## src/rtl/complex_result_packer.sv

```systemverilog
`default_nettype none
// ============================================================================
// Module      : complex_result_packer
// Description : Collects scalar complex results from the conjugate dot-product
//               engine, packs NO_OF_UNITS of them per wide word and writes the
//               words to result memory through a ready/valid port. Two
//               ping-pong buffers absorb write stalls; a word that finds no
//               free buffer is dropped and flagged as overflow.
//               Optional build macro PACKER_CONJ_EN: conjugate each result
//               (saturating negate of the imaginary half) before packing.
// Revision    : 1.0 - initial release
// ============================================================================
module complex_result_packer #(
  parameter int ELEMENT_WIDTH = 64,
  parameter int NO_OF_UNITS   = 8,   // power of two, at least 2
  parameter int ADDR_WIDTH    = 16
) (
  input  logic                                 clk,
  input  logic                                 reset,
  input  logic                                 start,
  input  logic [31:0]                          total,
  input  logic [ADDR_WIDTH-1:0]                base_addr,
  input  logic [ELEMENT_WIDTH-1:0]             result,
  input  logic                                 finish,
  output logic [ELEMENT_WIDTH*NO_OF_UNITS-1:0] wr_data,
  output logic [ADDR_WIDTH-1:0]                wr_addr,
  output logic                                 wr_en,
  input  logic                                 wr_ready,
  output logic                                 busy,
  output logic                                 done,
  output logic                                 overflow,
  output logic [31:0]                          elements_written
);

  localparam int c_half   = ELEMENT_WIDTH / 2;
  localparam int c_lane_w = $clog2(NO_OF_UNITS);
  localparam int c_cnt_w  = c_lane_w + 1;

  localparam logic [1:0] c_idle    = 2'd0;
  localparam logic [1:0] c_collect = 2'd1;
  localparam logic [1:0] c_drain   = 2'd2;
  localparam logic [1:0] c_done    = 2'd3;

  logic [1:0]                           r_state;
  logic [31:0]                          r_total;
  logic [31:0]                          r_recv;
  logic [31:0]                          r_elements_written;
  logic [ADDR_WIDTH-1:0]                r_base;
  logic                                 r_overflow;

  // Two-entry ring of pack buffers: allocation and issue both walk the ring
  // in order, so the buffer at the issue pointer is always the oldest word.
  logic [ELEMENT_WIDTH*NO_OF_UNITS-1:0] r_data [2];
  logic [ADDR_WIDTH-1:0]                r_addr [2];
  logic [c_cnt_w-1:0]                   r_cnt  [2];
  logic [1:0]                           r_pend;
  logic [1:0]                           r_fill;
  logic                                 r_aptr;
  logic                                 r_iptr;
  logic                                 r_cur;
  logic                                 r_cur_ok;

  logic [c_lane_w-1:0]                  w_lane;
  logic                                 w_lane0;
  logic                                 w_last_elem;
  logic                                 w_word_end;
  logic                                 w_free_a;
  logic                                 w_sel;
  logic                                 w_ok;
  logic                                 w_accept;
  logic                                 w_xfer;
  logic [ADDR_WIDTH-1:0]                w_addr_new;
  logic [ELEMENT_WIDTH-1:0]             w_elem;

`ifdef PACKER_CONJ_EN
  logic [c_half-1:0] w_imag;
  logic [c_half-1:0] w_imag_conj;
  assign w_imag      = result[c_half-1:0];
  // Negating the most negative value would wrap, so it saturates instead.
  assign w_imag_conj = (w_imag == {1'b1, {(c_half-1){1'b0}}}) ?
                       {1'b0, {(c_half-1){1'b1}}} : -w_imag;
  assign w_elem      = {result[ELEMENT_WIDTH-1:c_half], w_imag_conj};
`else
  assign w_elem      = result;
`endif

  assign w_lane      = r_recv[c_lane_w-1:0];
  assign w_lane0     = (w_lane == '0);
  assign w_last_elem = ((r_recv + 32'd1) == r_total);
  assign w_word_end  = (w_lane == c_lane_w'(NO_OF_UNITS - 1)) || w_last_elem;
  assign w_free_a    = !r_pend[r_aptr] && !r_fill[r_aptr];
  assign w_sel       = w_lane0 ? r_aptr : r_cur;
  assign w_ok        = w_lane0 ? w_free_a : r_cur_ok;
  assign w_accept    = (r_state == c_collect) && finish;
  assign w_xfer      = r_pend[r_iptr] && wr_ready;
  assign w_addr_new  = r_base + r_recv[ADDR_WIDTH+c_lane_w-1:c_lane_w];

  assign wr_en            = r_pend[r_iptr];
  assign wr_data          = r_data[r_iptr];
  assign wr_addr          = r_addr[r_iptr];
  assign busy             = (r_state == c_collect) || (r_state == c_drain);
  assign done             = (r_state == c_done);
  assign overflow         = r_overflow;
  assign elements_written = r_elements_written;

  // Buffer datapath: zero-fill on allocation, then drop each result into its lane.
  always_ff @(posedge clk or negedge reset) begin
    if (!reset) begin
      for (int b = 0; b < 2; b++) begin
        r_data[b] <= '0;
        r_addr[b] <= '0;
        r_cnt[b]  <= '0;
      end
    end else if (w_accept && w_ok) begin
      for (int k = 0; k < NO_OF_UNITS; k++) begin
        if (int'(w_lane) == k) begin
          r_data[w_sel][k*ELEMENT_WIDTH +: ELEMENT_WIDTH] <= w_elem;
        end else if (w_lane0) begin
          r_data[w_sel][k*ELEMENT_WIDTH +: ELEMENT_WIDTH] <= '0;
        end
      end
      if (w_lane0) begin
        r_addr[w_sel] <= w_addr_new;
      end
      r_cnt[w_sel] <= {1'b0, w_lane} + c_cnt_w'(1);
    end
  end

  // Control: state machine, buffer ownership, write-port handshake, counters.
  always_ff @(posedge clk or negedge reset) begin
    if (!reset) begin
      r_state            <= c_idle;
      r_total            <= '0;
      r_recv             <= '0;
      r_elements_written <= '0;
      r_base             <= '0;
      r_overflow         <= 1'b0;
      r_pend             <= '0;
      r_fill             <= '0;
      r_aptr             <= 1'b0;
      r_iptr             <= 1'b0;
      r_cur              <= 1'b0;
      r_cur_ok           <= 1'b0;
    end else begin
      // Freeing the issued buffer; it is only seen as free from next cycle.
      if (w_xfer) begin
        r_pend[r_iptr]     <= 1'b0;
        r_iptr             <= ~r_iptr;
        r_elements_written <= r_elements_written + 32'(r_cnt[r_iptr]);
      end

      case (r_state)
        c_idle: begin
          if (start) begin
            r_total            <= total;
            r_base             <= base_addr;
            r_recv             <= '0;
            r_elements_written <= '0;
            r_overflow         <= 1'b0;
            r_state            <= (total == 32'd0) ? c_done : c_collect;
          end
        end
        c_collect: begin
          if (finish) begin
            r_recv <= r_recv + 32'd1;
            if (w_lane0) begin
              if (w_free_a) begin
                r_fill[r_aptr] <= 1'b1;
                r_cur          <= r_aptr;
                r_cur_ok       <= 1'b1;
                r_aptr         <= ~r_aptr;
              end else begin
                // Whole word is dropped; its lanes still advance recv.
                r_overflow <= 1'b1;
                r_cur_ok   <= 1'b0;
              end
            end
            if (w_ok && w_word_end) begin
              r_fill[w_sel] <= 1'b0;
              r_pend[w_sel] <= 1'b1;
            end
            if (w_last_elem) begin
              r_state <= c_drain;
            end
          end
        end
        c_drain: begin
          if (r_pend == 2'b00) begin
            r_state <= c_done;
          end
        end
        c_done: begin
          r_state <= c_idle;
        end
        default: begin
          r_state <= c_idle;
        end
      endcase
    end
  end

endmodule
`default_nettype wire

```

## config.mk

```make
export PLATFORM = sky130hd
export DESIGN_NAME = complex_result_packer
export DESIGN_NICKNAME = d
export VERILOG_FILES = /design/src/rtl/complex_result_packer.sv
export SDC_FILE = /design/constraint.sdc
export NUM_CORES = 2
export LEC_CHECK = 0
export CAP_MARGIN = 40
export CORE_MARGIN = 8
export CORE_UTILIZATION = 45
export CTS_BUF_LIST = sky130_fd_sc_hd__clkbuf_16
export DETAILED_ROUTE_END_ITERATION = 12
export GPL_ROUTABILITY_DRIVEN = 0
export PLACE_DENSITY = 0.67
export SKIP_CTS_REPAIR_TIMING = 1
export SLEW_MARGIN = 20
export SYNTH_ARGS = -nofsm -noshare
export SYNTH_HDL_FRONTEND = slang
export SYNTH_SLANG_ARGS = --single-unit
```

## constraint.sdc

```tcl
create_clock -name clk -period 3.9 [get_ports clk]
set_clock_uncertainty 0.05 [all_clocks]
set_input_delay 0.585 -clock clk [delete_from_list [all_inputs] [get_ports clk]]
set_output_delay 0.585 -clock clk [all_outputs]
set_load 0.02 [all_outputs]
```

After elaboration in Yosys (flattened, before gate mapping). Index checks and enable logic that the tools add are counted.

Register bits: 1187. Input port bits: 117. Output and inout port bits: 564. Logic and storage cells: 197.

$add $sub $neg: 4. Order comparisons: 9. Eq/ne operators: 18. Multiplexer cells: 111. Bitwise logic cells: 10. Reductions and logical operators: 27.

Operator list (count): 1024-bit two-way mux (23); 1024-bit bitwise mux (16); 512-bit demux with 1-bit select (8); 512-bit two-way mux (4); 448-bit two-way mux (1); 384-bit two-way mux (1); 320-bit two-way mux (1); 256-bit two-way mux (1); 192-bit two-way mux (1); 32-bit two-way mux (5); 128-bit two-way mux (1); 16-bit two-way mux (4); 64-bit two-way mux (1); 32-bit one-hot mux with 2 select lines (1); 32-bit by 1-bit adder with 32-bit output (second input constant) (1); 32-bit by 4-bit adder with 32-bit output (1); 32-bit bitwise mux (1); 32-bit == test (1); 32-bit logical NOT (1); 2-bit two-way mux (14); 16-bit adder (1); 16-bit demux with 1-bit select (1); 1-bit two-way mux (16); 4-bit two-way mux (4); other kinds (32) (70).

Longest topological paths before layout.
Depth in word-level cells: 38. Mapped depth: 14. Mapped depth without buffers: 11.

Worst setup path before layout. No wires, ideal clock.

Kind: reg-to-reg. Start: reg r_iptr. End: reg r_elements_written[29] (netlist: elements_written[29]). Setup time: 78 ps. Arrival time: 3401 ps. Required time: 3772 ps. Slack: 371 ps. Cell stages (with the launch flop): 15. Buffers on the path: 4. Clock period less this slack: 3529 ps. Path through: dfrtp_1 > clkbuf_1 > clkbuf_1 > clkbuf_1 > mux2_2 > ha_1 > a21o_1 > a21o_1 > a21oi_1 > nor4_1 > and2_1 > clkbuf_1 > nand3_1 > or3_1 > a21oi_1.

Longest elaborated chain between the ends: 8. Elaborated cells on any way between the ends: 11. Those cells by class: add/sub (1); mux (8); bitwise (1); reduce/logical (1).

RTL lines: start, declared (line 59) `logic r_iptr;`; start signal, assigned (line 148) `r_iptr <= ~r_iptr;`; 1-bit NOT with 2-bit output (implied by the code) (line 149) `r_elements_written <= r_elements_written + 32'(r_cnt[r_iptr]);`; 4-bit two-way mux (implied by the code) (3 in a row) (line 149); 32-bit by 4-bit adder with 32-bit output (line 149); 32-bit two-way mux * (line 146) `if (w_xfer) begin`; 32-bit two-way mux (line 154) `if (start) begin`; 32-bit two-way mux * (line 152) `case (r_state)`; end signal, assigned (line 149); end, declared (line 47) `logic [31:0] r_elements_written;`.

Mark *: on every way between the ends. The rest lies on a longest branch, timed or not. The select of a mux whose other input is x is not followed. A chain may end at the register's enable or synchronous reset.

Worst setup path in the final report.
Start: reg r_iptr. End: out wr_data[278].

Longest elaborated chain between the ends: 4.

RTL lines: 1-bit NOT with 2-bit output (implied by the code) (line 99) `assign wr_data = r_data[r_iptr];`; 512-bit two-way mux (implied by the code) (3 in a row) (line 99); end, declared (line 25) `output logic [ELEMENT_WIDTH*NO_OF_UNITS-1:0] wr_data,`.

No other way between the ends. The select of a mux whose other input is x is not followed.

==> results.cfg <==
[run_status]
outcome = complete, no violations

[floorplanning]
std_cell_rows = 125
die-area_sq_um = 127000
pin_count = 681
dieWidth_microns = 356
core_area_sq_um = 116000
start_util_pct = 45.1
die_y_microns = 356

[route]
drt_pass1_iterations = 8
viasPerCell = 6.05
wl_per_cell_microns = 27.6
drc_errors = 0
drtIter0Drc = 3071
vias = 38700
drt-total-wl_microns = 177000
ant_nets = 0

[setup_path]
cpLargestDelayFamily = buffers and inverters
worstSetupStartpoint = r_iptr
crit_buf_inv = 3
required_ps = 3260
path_common_cell = buf_16
path_depth = 4
r2r-end = r_state[1]
cp.arrival_ps = 3230
path_max_fanout = 95
cpPeakStageDelay_ps = 570
worstPathCellList = buf_16 > buf_16 > mux2_2 > clkdlybuf4s50_1
timing.rr.start = r_recv[0]
crit_path_end = wr_data[278]
path_class = flip-flop to output pin
cp-end-kind = output pin
crit_slowest_cell = clkdlybuf4s50_1
cp-start-kind = flip-flop
reg2reg_depth = 9
r2r_setup_slack_ps = 330

[global_route]
grtUsageMet1_pct = 37.6
grt_pass1_vias = 39200
gr-total-overflow = 0
use_met3_pct = 6.23
grt_max_degree = 173
grt_pass1_wl_microns = 262000
grt_busiest_layer = met2
use_met2_pct = 40.7
antenna_found_initial = 1
grt.total_usage_pct = 27.0

[yosys]
synth_top_area_cell = dfrtp_1
synth_area_sq_um = 52200
synth_top_area_share_pct = 56.9
synth_top_family_by_area = compound AO/OA/AOI/OAI gates
synth-compound-area-share_pct = 17.8
synth_ff_type = dfrtp_1
synth_edf_count = 0
synthAdderAreaFrac_pct = 0.772
synth_simple_gate_area_share_pct = 6.19
synth.yosys.warnings = 0
yosysMostFrequentCell = dfrtp_1
ys_ff_latch = 1187
synth_xor_area_share_pct = 1.41
synth_area_leaders = dfrtp_1 57%, mux2_2 13%, a22o_1 11%
postSynthAreaPerCell_sq_um = 12.3
ys_top_cells_by_count = 1187 x dfrtp_1, 641 x a22o_1, 625 x mux2_2
ys_seq_area_share_pct = 56.9
synth_nets = 4377
synthDistinctLibCells = 75
async_reset_ff_share_pct = 100
netlist_instances = 4229
muxShareOfSynthArea_pct = 13.6

[timing]
finalCritPeriodShare_pct = 99.2
setup_tns_ps = 0
hold_viol = 0
fin_ws_ps = 32.0
min_period_ps = 3870
rsz0062_at_grt = yes
slew_violations = 0
max_slew.worst_pin.slew_ps = 1130
setup_violations = 0
maxSlewHeadroom_pct = 24.4
max_clock_freq_mhz = 259

[final_layout]
n_fill_cell = 9327
fin_util_pct = 57.0
antennaDiodeCount = 0
layout.nets = 4927
stdcell_area_sq_um = 65900
drive_gt1_share_pct = 20.6
syn_to_final_growth_pct = 26.3

[placement]
io_buffers = 680
place_area_sq_um = 61100
dp_hpwl_microns = 114000
post-place-ws_ps = 376

[min_path]
worstHoldStart = base_addr[9]
min_path_type = input port to flip-flop

[clock_network]
numCtsBuffers = 131
clkSinkCount = 1187
h-tree-depth = 4
clock_latency_ps = 750
clk_pin_slew_worst_paths_ps = 60
cts_buffer_depth = 3
cts_tree = built
cts-root-buf = clkbuf_16

[power]
combPwrFrac_pct = 39.8
leakagePower_nw = 32.3
pwr-share-seq_pct = 36.4
power.internal_mw = 32.7
p_per_area_nw_per_um2 = 775
p_sw_mw = 18.3
netSwitchingFraction_pct = 35.9
pwr-share-clk_pct = 23.9
ir_drop_uv = 886
power_mw = 51.0

[job]
cap_viol_max_count = 0
[registers in the layout (all words and copies together), names as in the netlist, 2 cells and up]
signal	cells
r_data	1024
elements_written	32
r_fill	2
r_recv	32
r_cnt	8
r_state	2
r_pend	2
r_addr	32
r_total	32
r_base	16
[power by group through the flow]
stage	combinational (mW)	sequential, mW	clock, mW
after floorplan	11.8	17.9	0
after detailed placement	20.4	18.6	0
after global placement	20.1	18.5	0
final	20.3	18.6	12.2
after CTS	20.5	18.5	12.4
after global routing	21.4	19.0	12.9
[cell usage in the layout (no fill, tap or decap), types with 10 or more instances in the layout]
cell type / netlist / routed
dfrtp_1: 1187 / 1186
a31oi_1: 10 / 10
a22o_1: 641 / 641
buf_6: 1 / 10
clkdlybuf4s50_1: 0 / 550
o21ai_0: 200 / 200
clkinv_2: 0 / 17
buf_8: 0 / 28
clkbuf_16: 0 / 133
or3_1: 10 / 10
dlymetal6s2s_1: 0 / 128
nor3_1: 15 / 15
nand3_1: 38 / 37
nor4_1: 13 / 12
ha_1: 29 / 29
nand4_1: 23 / 23
nand2_1: 475 / 460
clkinv_1: 0 / 37
bufinv_16: 0 / 10
a21oi_1: 32 / 31
buf_12: 0 / 35
mux2_2: 625 / 625
inv_1: 18 / 38
a32o_1: 192 / 192
and3_1: 20 / 17
buf_4: 3 / 72
xnor2_1: 51 / 51
xor2_1: 33 / 33
nand2_4: 0 / 15
nor2_1: 81 / 73
[final cells by class]
class	instances	area [sq um]	share of cell area (%)
inverters	18	67.6	0.103
flip-flops and latches	1187	29700	45.1
clock buffers	133	3330	5.05
well taps	1524	1910	2.90
repair buffers	828	8980	13.6
multi-input cells	2613	21000	31.9
clock inverters	102	872	1.32
[layer usage]
layer  up-vias  wire (microns)
li1      16800               -
met1     20100           76900
met2      1611           78900
met3       300           14000
met4         2            7160
met5         -              13
[cell families (layout without fill, tap and decap cells)]
family	Yosys count	after routing
AOI/OAI and AO/OA	1139	1139
adders and majority gates	31	31
muxes	631	631
DFF	1187	1187
and+or+nand+nor	728	728
buffers and inverters	429	1081
xor gates and xnor gates	84	84
[worst min-delay path, delay by kind of cell]
| family | cells | cell delay (ps) |
|---|---|---|
| and+or+nand+nor | 2 | 100 |
| buffers and inverters | 1 | 400 |
[stage by stage]
| stage | cells | hold slack (ps) |
|---|---|---|
| floorplan | 4229 | 239 |
| global placement | 6134 | 407 |
| detailed placement | 6154 | 414 |
| CTS | 6389 | -170 |
| global route | 6405 | 315 |
| finish | 6405 | 320 |
[how the worst min path moves through the flow]
stage,end,slack (ps),depth (start not counted)
floorplan,elements_written[0],240,0
global route,r_base[8],320,3
CTS,r_data[704],-170,1
global placement,r_cnt[2],410,2
finish,r_base[9],320,3
detailed placement,r_cnt[5],410,2
No activity file was read; power rests on OpenSTA's default activity.
